--- src/rtl/mdu_pkg.sv ---
// mdu_pkg: shared constants for the multiply/divide unit.
//   - MDU_WIDTH     : default operand width
//   - OP_*          : op encodings driven on the op port
//   - mdu_state_e   : FSM states (IDLE, CALC, FIX)
//   - op_is_signed  : helper decoding signedness from op
package mdu_pkg;

   localparam int unsigned MDU_WIDTH = 32;

   localparam logic [1:0] OP_MULT  = 2'b00;
   localparam logic [1:0] OP_MULTU = 2'b01;
   localparam logic [1:0] OP_DIV   = 2'b10;
   localparam logic [1:0] OP_DIVU  = 2'b11;

   typedef enum logic [1:0] {
      ST_IDLE = 2'b00,
      ST_CALC = 2'b01,
      ST_FIX  = 2'b10
   } mdu_state_e;

   // Signed ops have op[0] clear (MULT, DIV)
   function automatic logic op_is_signed(input logic [1:0] op);
      return ~op[0];
   endfunction

endpackage

--- src/rtl/mdu_div_step.sv ---
// mdu_div_step: one combinational restoring-division step.
// Ports:
//   rem_i     - current partial remainder (always < divisor)
//   dbit_i    - next dividend bit shifted in
//   divisor_i - divisor magnitude
//   rem_o     - next partial remainder
//   q_o       - quotient bit produced by this step
module mdu_div_step
   import mdu_pkg::*;
#(
   parameter int unsigned WIDTH = MDU_WIDTH
) (
   input  logic [WIDTH-1:0] rem_i,
   input  logic             dbit_i,
   input  logic [WIDTH-1:0] divisor_i,
   output logic [WIDTH-1:0] rem_o,
   output logic             q_o
);

   logic [WIDTH:0] shifted;
   logic [WIDTH:0] trial;

   // Trial subtract; a borrow into the top bit means the divisor did not fit
   always_comb begin
      shifted = {rem_i, dbit_i};
      trial   = shifted - {1'b0, divisor_i};
      q_o     = ~trial[WIDTH];
      rem_o   = q_o ? trial[WIDTH-1:0] : shifted[WIDTH-1:0];
   end

endmodule

--- src/rtl/mult_div_unit.sv ---
// mult_div_unit: iterative MIPS MULT/MULTU/DIV/DIVU unit owning HI/LO.
// Optional feature macro: MDU_FAST_MULT_EN (single-cycle multiplier,
// multiplies skip CALC; divides stay iterative).
// Ports:
//   clk, reset      - clock, asynchronous active-high reset
//   start, op, a, b - launch request (sampled only in IDLE), opcode, operands
//   hi_we, lo_we    - MTHI/MTLO strobes, honoured only in IDLE
//   wdata           - MTHI/MTLO data
//   busy            - operation in flight (for hazard stalls)
//   done            - one-cycle pulse when HI/LO take a result
//   hi, lo          - architectural HI/LO registers
module mult_div_unit
   import mdu_pkg::*;
#(
   parameter int unsigned WIDTH = MDU_WIDTH
) (
   input  logic             clk,
   input  logic             reset,
   input  logic             start,
   input  logic [1:0]       op,
   input  logic [WIDTH-1:0] a,
   input  logic [WIDTH-1:0] b,
   input  logic             hi_we,
   input  logic             lo_we,
   input  logic [WIDTH-1:0] wdata,
   output logic             busy,
   output logic             done,
   output logic [WIDTH-1:0] hi,
   output logic [WIDTH-1:0] lo
);

   localparam int unsigned W2 = 2 * WIDTH;
   localparam int unsigned CW = $clog2(WIDTH + 1);

   mdu_state_e       state_q, state_d;
   logic [CW-1:0]    cnt_q, cnt_d;
   logic             is_div_q, is_div_d;
   logic [WIDTH-1:0] mag_a_q, mag_a_d;
   logic [WIDTH-1:0] mag_b_q, mag_b_d;
   logic [WIDTH-1:0] a_orig_q, a_orig_d;
   logic             neg_q, neg_d;
   logic             rem_neg_q, rem_neg_d;
   logic             dz_q, dz_d;
   logic [W2-1:0]    acc_q, acc_d;
   logic             busy_q, busy_d;
   logic             done_q, done_d;
   logic [WIDTH-1:0] hi_q, hi_d;
   logic [WIDTH-1:0] lo_q, lo_d;

   logic             a_neg, b_neg;
   logic [WIDTH:0]   mul_sum;
   logic [W2-1:0]    mul_next;
   logic [W2-1:0]    div_next;
   logic [W2-1:0]    prod_fix;
   logic [WIDTH-1:0] quo_fix, rem_fix;
   logic [WIDTH-1:0] step_rem;
   logic             step_q;

   // Divide step works on acc = {partial remainder, remaining dividend bits}
   mdu_div_step #(.WIDTH(WIDTH)) u_div_step (
      .rem_i     (acc_q[W2-1:WIDTH]),
      .dbit_i    (acc_q[WIDTH-1]),
      .divisor_i (mag_b_q),
      .rem_o     (step_rem),
      .q_o       (step_q)
   );

   // Next-state, datapath and output logic
   always_comb begin
      state_d   = state_q;
      cnt_d     = cnt_q;
      is_div_d  = is_div_q;
      mag_a_d   = mag_a_q;
      mag_b_d   = mag_b_q;
      a_orig_d  = a_orig_q;
      neg_d     = neg_q;
      rem_neg_d = rem_neg_q;
      dz_d      = dz_q;
      acc_d     = acc_q;
      done_d    = 1'b0;
      hi_d      = hi_q;
      lo_d      = lo_q;

      a_neg = op_is_signed(op) & a[WIDTH-1];
      b_neg = op_is_signed(op) & b[WIDTH-1];

      // Shift-add multiply: acc = {partial product, unconsumed multiplier}
      mul_sum  = {1'b0, acc_q[W2-1:WIDTH]} + ({1'b0, mag_a_q} & {(WIDTH+1){acc_q[0]}});
      mul_next = {mul_sum, acc_q[WIDTH-1:1]};
      div_next = {step_rem, acc_q[WIDTH-2:0], step_q};

      prod_fix = neg_q     ? (~acc_q + W2'(1))                 : acc_q;
      quo_fix  = neg_q     ? (~acc_q[WIDTH-1:0] + WIDTH'(1))   : acc_q[WIDTH-1:0];
      rem_fix  = rem_neg_q ? (~acc_q[W2-1:WIDTH] + WIDTH'(1))  : acc_q[W2-1:WIDTH];

      case (state_q)
         ST_IDLE: begin
            if (hi_we) hi_d = wdata;
            if (lo_we) lo_d = wdata;
            if (start) begin
               is_div_d  = op[1];
               mag_a_d   = a_neg ? (~a + WIDTH'(1)) : a;
               mag_b_d   = b_neg ? (~b + WIDTH'(1)) : b;
               a_orig_d  = a;
               neg_d     = a_neg ^ b_neg;
               rem_neg_d = a_neg;
               dz_d      = op[1] & (b == '0);
               acc_d     = {WIDTH'(0), (op[1] ? mag_a_d : mag_b_d)};
               cnt_d     = CW'(WIDTH);
               state_d   = ST_CALC;
`ifdef MDU_FAST_MULT_EN
               // Fast multiply: one FIX cycle to form the product, one to write it
               if (!op[1]) begin
                  cnt_d   = CW'(1);
                  state_d = ST_FIX;
               end
`endif
            end
         end

         ST_CALC: begin
            if (cnt_q == '0) begin
               state_d = ST_FIX;
            end else begin
               acc_d = is_div_q ? div_next : mul_next;
               cnt_d = cnt_q - CW'(1);
            end
         end

         ST_FIX: begin
            if (cnt_q != '0) begin
               cnt_d = cnt_q - CW'(1);
`ifdef MDU_FAST_MULT_EN
               acc_d = W2'(mag_a_q) * W2'(mag_b_q);
`endif
            end else begin
               state_d = ST_IDLE;
               done_d  = 1'b1;
               if (!is_div_q) begin
                  hi_d = prod_fix[W2-1:WIDTH];
                  lo_d = prod_fix[WIDTH-1:0];
               end else if (dz_q) begin
                  hi_d = a_orig_q;
                  lo_d = '1;
               end else begin
                  hi_d = rem_fix;
                  lo_d = quo_fix;
               end
            end
         end

         default: state_d = ST_IDLE;
      endcase

      // busy rises one edge after launch and drops with the writeback edge
      busy_d = (state_q != ST_IDLE) && (state_d != ST_IDLE);
   end

   // State and datapath registers
   always_ff @(posedge clk or posedge reset) begin
      if (reset) begin
         state_q   <= ST_IDLE;
         cnt_q     <= '0;
         is_div_q  <= 1'b0;
         mag_a_q   <= '0;
         mag_b_q   <= '0;
         a_orig_q  <= '0;
         neg_q     <= 1'b0;
         rem_neg_q <= 1'b0;
         dz_q      <= 1'b0;
         acc_q     <= '0;
         busy_q    <= 1'b0;
         done_q    <= 1'b0;
         hi_q      <= '0;
         lo_q      <= '0;
      end else begin
         state_q   <= state_d;
         cnt_q     <= cnt_d;
         is_div_q  <= is_div_d;
         mag_a_q   <= mag_a_d;
         mag_b_q   <= mag_b_d;
         a_orig_q  <= a_orig_d;
         neg_q     <= neg_d;
         rem_neg_q <= rem_neg_d;
         dz_q      <= dz_d;
         acc_q     <= acc_d;
         busy_q    <= busy_d;
         done_q    <= done_d;
         hi_q      <= hi_d;
         lo_q      <= lo_d;
      end
   end

   assign busy = busy_q;
   assign done = done_q;
   assign hi   = hi_q;
   assign lo   = lo_q;

endmodule

--- config.mk ---
export PLATFORM = sky130hd
export DESIGN_NAME = mult_div_unit
export DESIGN_NICKNAME = d
export VERILOG_FILES = /design/src/rtl/mdu_pkg.sv /design/src/rtl/mdu_div_step.sv /design/src/rtl/mult_div_unit.sv
export SDC_FILE = /design/constraint.sdc
export NUM_CORES = 1
export LEC_CHECK = 0
export BUFFER_PORTS_ARGS = -buffer_cell sky130_fd_sc_hd__buf_2
export CORE_ASPECT_RATIO = 1.5
export CORE_MARGIN = 2
export CORE_UTILIZATION = 40
export CTS_BUF_LIST = sky130_fd_sc_hd__clkbuf_2 sky130_fd_sc_hd__clkbuf_4 sky130_fd_sc_hd__clkbuf_8
export DETAILED_ROUTE_END_ITERATION = 7
export GPL_ROUTABILITY_DRIVEN = 0
export GPL_TIMING_DRIVEN = 0
export REMOVE_ABC_BUFFERS = 1
export SLEW_MARGIN = 20
export SYNTH_ARGS = -nofsm -noshare
export SYNTH_HDL_FRONTEND = slang
export SYNTH_SLANG_ARGS = --single-unit
--- constraint.sdc ---
create_clock -name clk -period 11.8 [get_ports clk]
set_input_delay 1.18 -clock clk [delete_from_list [all_inputs] [get_ports clk]]
set_output_delay 1.18 -clock clk [all_outputs]
set_load 0.02 [all_outputs]
=== Yosys cells after proc, flatten, opt, wreduce, memory -nomap -nowiden ===
Cells that the tools add are included.

* Register bits: 238
* Latch bits: 0
* RAM bits: 0
* Word-level logic and storage cells: 88
* Memories kept: 0
* Bits in read-only memories: 0

* Magnitude comparators: 0
* Equal/unequal tests: 8
* Shift-type cells: 0
* Add/sub/neg operators: 8
* Multiplexer cells: 31
* Divide/modulo/power cells: 0
* Reductions and logical operators: 15
* Bitwise gates (word level): 12
* Multipliers: 0

{| class="wikitable"
|+ Operator list
! cell !! count
|-
| 32-bit 2-to-1 mux || 14
|-
| 64-bit 2-to-1 mux || 4
|-
| 32-bit by 1-bit adder with 32-bit output (second input constant) || 4
|-
| 32-bit NOT || 4
|-
| 32-bit case mux with 2 select lines || 2
|-
| 64-bit case mux with 2 select lines || 1
|-
| 64-bit by 1-bit adder with 64-bit output (second input constant) || 1
|-
| 64-bit NOT || 1
|-
| 32-bit by 33-bit adder with 33-bit output || 1
|-
| 32-bit by 33-bit AND with 33-bit output || 1
|-
| 33-bit by 32-bit subtractor with 33-bit output || 1
|-
| 32-bit zero test || 1
|-
| 6-bit 2-to-1 mux || 3
|-
| 6-bit case mux with 3 select lines || 1
|-
| 2-bit != test (second input constant) || 6
|-
| 3-bit AND reduction || 3
|-
| 2-bit nonzero test || 4
|-
| 6-bit zero test || 1
|-
| 2-bit 2-to-1 mux || 3
|-
| 2-bit case mux with 3 select lines || 1
|-
| 6-bit nonzero test || 1
|-
| 6-bit by 1-bit subtractor with 6-bit output (second input constant) || 1
|-
| 4-bit AND reduction || 1
|-
| 1-bit AND || 3
|-
| other kinds (9) || 11
|}

=== Logic depth before layout (Yosys ltp) ===
* Word-level depth: 7
* Depth in mapped cells: 14
* Mapped depth without buffers: 13

=== Modules after synthesis ===
A second synthesis with hierarchy kept.

* Cell total of the unflattened synthesis: 2189
* Area, all modules: 18410.2 um2

{| class="wikitable"
|+ Modules (own cells, without submodules)
! module !! cells an instance !! instances !! area each (um2) !! seq. area each (um2)
|-
| mult_div_unit || 1884 || 1 || 16051.6 || 5930.7
|-
| mdu_div_step || 305 || 1 || 2358.5 || 0.0
|}

=== Least setup slack after synthesis ===
Ideal clock, no wire load.

* Path type: input port to flip-flop
* Start point: input port a[13]
* End point: register acc_q[26]
* Path slack: 8.429 ns
* Setup time: 0.133 ns
* Arrival: 3.237 ns
* Stages: 9
* Path through: or4_1 -> nor3_1 -> nand2_1 -> nor4b_1 -> a31oi_1 -> xnor2_1 -> mux2i_1 -> o21ai_0 -> o21ai_0

* Longest elaborated chain between the ends: 6

{| class="wikitable"
|+ RTL lines
! item !! line !! source
|-
| start: declaration || mult_div_unit.sv:21 || <nowiki>input logic [WIDTH-1:0] a,</nowiki>
|-
| 32-bit NOT || mult_div_unit.sv:102 || <nowiki>mag_a_d = a_neg ? (~a + WIDTH'(1)) : a;</nowiki>
|-
| 32-bit by 1-bit adder with 32-bit output || mult_div_unit.sv:102 ||
|-
| 32-bit 2-to-1 mux || mult_div_unit.sv:102 ||
|-
| 32-bit 2-to-1 mux || mult_div_unit.sv:108 || <nowiki>acc_d = {WIDTH'(0), (op[1] ? mag_a_d : mag_b_d)};</nowiki>
|-
| 64-bit 2-to-1 mux || mult_div_unit.sv:100 || <nowiki>if (start) begin</nowiki>
|-
| 64-bit case mux with 2 select lines || mult_div_unit.sv:96 || <nowiki>case (state_q)</nowiki>
|-
| end signal: assignment || mult_div_unit.sv:171 || <nowiki>acc_q <= '0;</nowiki>
|-
| end signal: assignment || mult_div_unit.sv:186 || <nowiki>acc_q <= acc_d;</nowiki>
|-
| end: declaration || mult_div_unit.sv:44 || <nowiki>logic [W2-1:0] acc_q, acc_d;</nowiki>
|}

Every way passes these cells. The select of a mux whose other input is x is not followed.
A chain may end at the register's enable or synchronous reset.

=== Worst setup path after layout ===
* Start point: register acc_q[32]
* End point: register acc_q[62]

* Longest elaborated chain between the ends: 5

{| class="wikitable"
|+ RTL lines
! item !! line !! source
|-
| 33-bit by 32-bit subtractor with 33-bit output || mdu_div_step.sv:26 || <nowiki>trial = shifted - {1'b0, divisor_i};</nowiki>
|-
| 32-bit 2-to-1 mux || mdu_div_step.sv:28 || <nowiki>rem_o = q_o ? trial[WIDTH-1:0] : shifted[WIDTH-1:0];</nowiki>
|-
| 64-bit 2-to-1 mux (*) || mult_div_unit.sv:125 || <nowiki>acc_d = is_div_q ? div_next : mul_next;</nowiki>
|-
| 64-bit 2-to-1 mux (*) || mult_div_unit.sv:122 || <nowiki>if (cnt_q == '0) begin</nowiki>
|-
| 64-bit case mux with 2 select lines (*) || mult_div_unit.sv:96 ||
|}

Every way passes the cells marked *; elsewhere a longest branch is shown, timed or not. The select of a mux whose other input is x is not followed.

==> flow_summary.json <==
{
  "status": "finished clean",
  "core_um2": 45520,
  "internal-power_uw": 3153,
  "routed_via_density": 5.887,
  "worstPathArrival_ps": 5090,
  "critPathSlowestCell": "o21ai_1",
  "period_needed_ps": 4641,
  "p_leak_uw": 0.008855,
  "syn_area_um2": 18360,
  "critPathKind": "flop to flop",
  "fp.dieH_um": 266.4,
  "crit_fanout": 12,
  "netlist_instances": 2261,
  "crit_path_cell_trace": "inv_1 > fa_1 > nand2b_1 > a21oi_1 > o21a_1 > a21oi_1 > o211a_1 > o21ai_1 > nand2_1 > a222oi_1 > o31ai_1",
  "setup_viol": 0,
  "cts.repair.resized": 0,
  "endpoint": "acc_q[62]",
  "synthFlopType": "dfrtp_1",
  "cp-end-kind": "flop",
  "grt_max_degree": 93,
  "drive_gt1_share_pct": 15.42,
  "ir_worst_vdd_mv": 0.1559,
  "drv_slew": 0,
  "r2r_end": "acc_q[62]",
  "numCtsBuffers": 40,
  "rows": 96,
  "finalCritPeriodShare_pct": 39.33,
  "r2r_slack_ps": 7160,
  "crit_cells": 11,
  "r2r_cells": 11,
  "ant_nets": 0,
  "min_from": "lo[6]",
  "clk_pin_slew_ps": 70,
  "num_vias": 17373,
  "hold_path_class": "flop to flop",
  "wl_met1_um": 24110,
  "fp.dieW_um": 178.9,
  "crit_family": "compound AO/OA/AOI/OAI gates",
  "syn_area_per_cell_um2": 8.120,
  "wl_met2_um": 31550,
  "hold_buffers": 0,
  "first_global_vias": 17155,
  "hold_viol": 0,
  "grt_pass1_wl_um": 96360,
  "post_cts.repair.setup_buffers": 0,
  "power_switching_share_pct": 49.13,
  "antenna_found_initial": 3,
  "wirelength_um": 62270,
  "worst_pin_slew_ps": 1219,
  "finalWorstSetupSlack_ps": 7159,
  "cp-start-kind": "flop",
  "highest_layer": "met4",
  "initial_utilization_pct": 40.33,
  "rsz0062_at_grt": "no",
  "worst_skew_pair.late_latency_ps": 590,
  "fin_worst_skew_ps": 22.64,
  "clockBufferDepth": 3,
  "yosysUniqueCellTypes": 82,
  "p_switching_uw": 3046,
  "remaining_drc_errors": 0,
  "slew_headroom_pct": 16.62,
  "drtIter0Drc": 1485,
  "synth_top_area_share_pct": 32.30,
  "cts_root_buf": "clkbuf_8",
  "dr.pass1.iters": 5,
  "wl_met3_um": 3086,
  "totalPowerFinal_uw": 6199,
  "synthArstFlopShare_pct": 100.0,
  "fillers": 4499,
  "crit_path_max_incr_delay_ps": 750,
  "clkPwrFrac_pct": 13.7,
  "min_path_cells": 2,
  "post-synth-top-area-cell": "dfrtp_1",
  "nNetsFinal": 2509,
  "max_freq_ghz": 0.2155,
  "fin_setup_tns_ps": 0,
  "r2r_start": "acc_q[32]",
  "synth_seq_cells": 237,
  "cts_tree": "yes",
  "cp_common_cell": "a21oi_1",
  "synth_edf_count": 0,
  "p_seq_share_pct": 26.6,
  "worstPathRequired_ps": 12250,
  "power_density_nw_per_um2": 298.9,
  "critPathLaunch": "acc_q[32]",
  "htree_num_levels": 2,
  "synthTopCellsByArea": "dfrtp_1 (32%), o21ai_0 (7.8%), xnor2_1 (5.7%)",
  "die-area_um2": 47660,
  "ios": 169,
  "yosysSeqAreaShare_pct": 32.30,
  "wire_per_inst_um": 21.10,
  "area_delta_synth_final_pct": 12.94,
  "ys_warn_count": 0,
  "path_buf_inv": 1,
  "combinationalPowerShare_pct": 59.7,
  "gr-usage-all-layers_pct": 25.96,
  "cap_violations": 0,
  "cts_sinks": 237,
  "pre_cts_ws_ps": 6923,
  "place_hpwl_um": 47760,
  "numPortBuffers": 168,
  "overflow": 0
}
metal layers:
| metal | up-vias | track usage, % |
|---|---|---|
| li1 | 8251 | - |
| met3 | 169 | 2.593 |
| met4 | 0 | 14.37 |
| met5 | - | 0 |
| met2 | 646 | 46.36 |
| met1 | 8307 | 29.99 |
tightest hold or removal path: cells and delay by family (launching register included):
family / cells / cell delay, ps
flip-flops: 1 / 340
AO/OA/AOI/OAI: 1 / 50
AND/OR/NAND/NOR: 1 / 40
final cells by class:
| type | instances | area (um^2) | area share [%] |
|---|---|---|---|
| antenna | 3 | 7.507 | 0.03621 |
| tap | 588 | 735.7 | 3.548 |
| clock inverter | 7 | 90.09 | 0.4345 |
| inverter | 67 | 259.0 | 1.249 |
| sequential | 237 | 5938 | 28.64 |
| clock buffer | 65 | 807.0 | 3.892 |
| timing repair buffer | 185 | 1222 | 5.895 |
| multi-input combinational | 1799 | 11670 | 56.31 |
sequential cells by signal, indices dropped and copies added, names as in the netlist, 2 cells and up:
signal    cells
a_orig_q     31
acc_q        64
cnt_q         6
hi           32
lo           32
mag_a_q      32
mag_b_q      32
state_q       2
placed cells by master, fill, tap and decap left out, drive strengths merged, types with 32 or more instances in the layout:
cell type  netlist  layout
mux2i           46      46
nand3           35      35
a21oi          183     183
xnor2          120     120
xor2            74      74
nand2          250     250
clkbuf         132      65
dfrtp          237     237
o31ai           38      38
inv             67      67
mux2            58      58
and2            44      44
nor3            38      38
ha              74      74
buf             26     185
nor2           145     145
o21ai          295     295
o22ai           32      32
worst min path at each step:
stage	to	slack, ps
finish	lo[6]	470
global route	mag_b_q[20]	510
CTS	lo[13]	480
detailed placement	lo[13]	470
global placement	lo[13]	460
floorplan	mag_a_q[10]	440
cells in the mapped netlist, types with 27 or more instances:
cell and count:
a21o_1 27, nand2_1 250, mux2i_1 46, mux2_2 58
clkbuf_1 132, dfrtp_1 237, inv_1 67, a21oi_1 183
and2_1 44, nand3_1 34, nor3_1 37, nor2_1 144
a211oi_1 28, ha_1 74, o31ai_1 38, xnor2_1 120
o22ai_1 32, xor2_1 74, o21ai_0 285
power groups by stage:
stage	registers (uW)	logic (uW)	clock network (uW)
after floorplan	1660	2480	0
after global placement	1700	3460	0
after detailed placement	1650	3650	0
after CTS	1640	3670	863
after global routing	1700	4080	897
final	1650	3700	847
per-stage QoR:
| stage | cell area [um^2] | util, % | instances | hold WS [ps] |
|---|---|---|---|---|
| after detailed placement | 19820 | 43.54 | 2876 | 465.3 |
| after global placement | 19330 | 42.45 | 2859 | 455.8 |
| after CTS | 20720 | 45.51 | 2948 | 478.3 |
| after global routing | 20730 | 45.55 | 2951 | 505.7 |
| after floorplan | 17750 | - | 2103 | 441.8 |
| final | 20730 | 45.55 | 2951 | 469.6 |
cells by family (layout without fill, tap and decap cells):
logic type	Yosys count	after routing	share of synthesized area, %
AOI/OAI and AO/OA	746	746	24.47
and+or+nand+nor	679	679	17.95
DFF	237	237	32.30
buffers and inverters	225	324	4.689
xor gates and xnor gates	194	194	9.255
muxes	104	104	6.066
adders and majority gates	76	76	5.261
other	0	3	0
(Power assumes the default switching activity.)
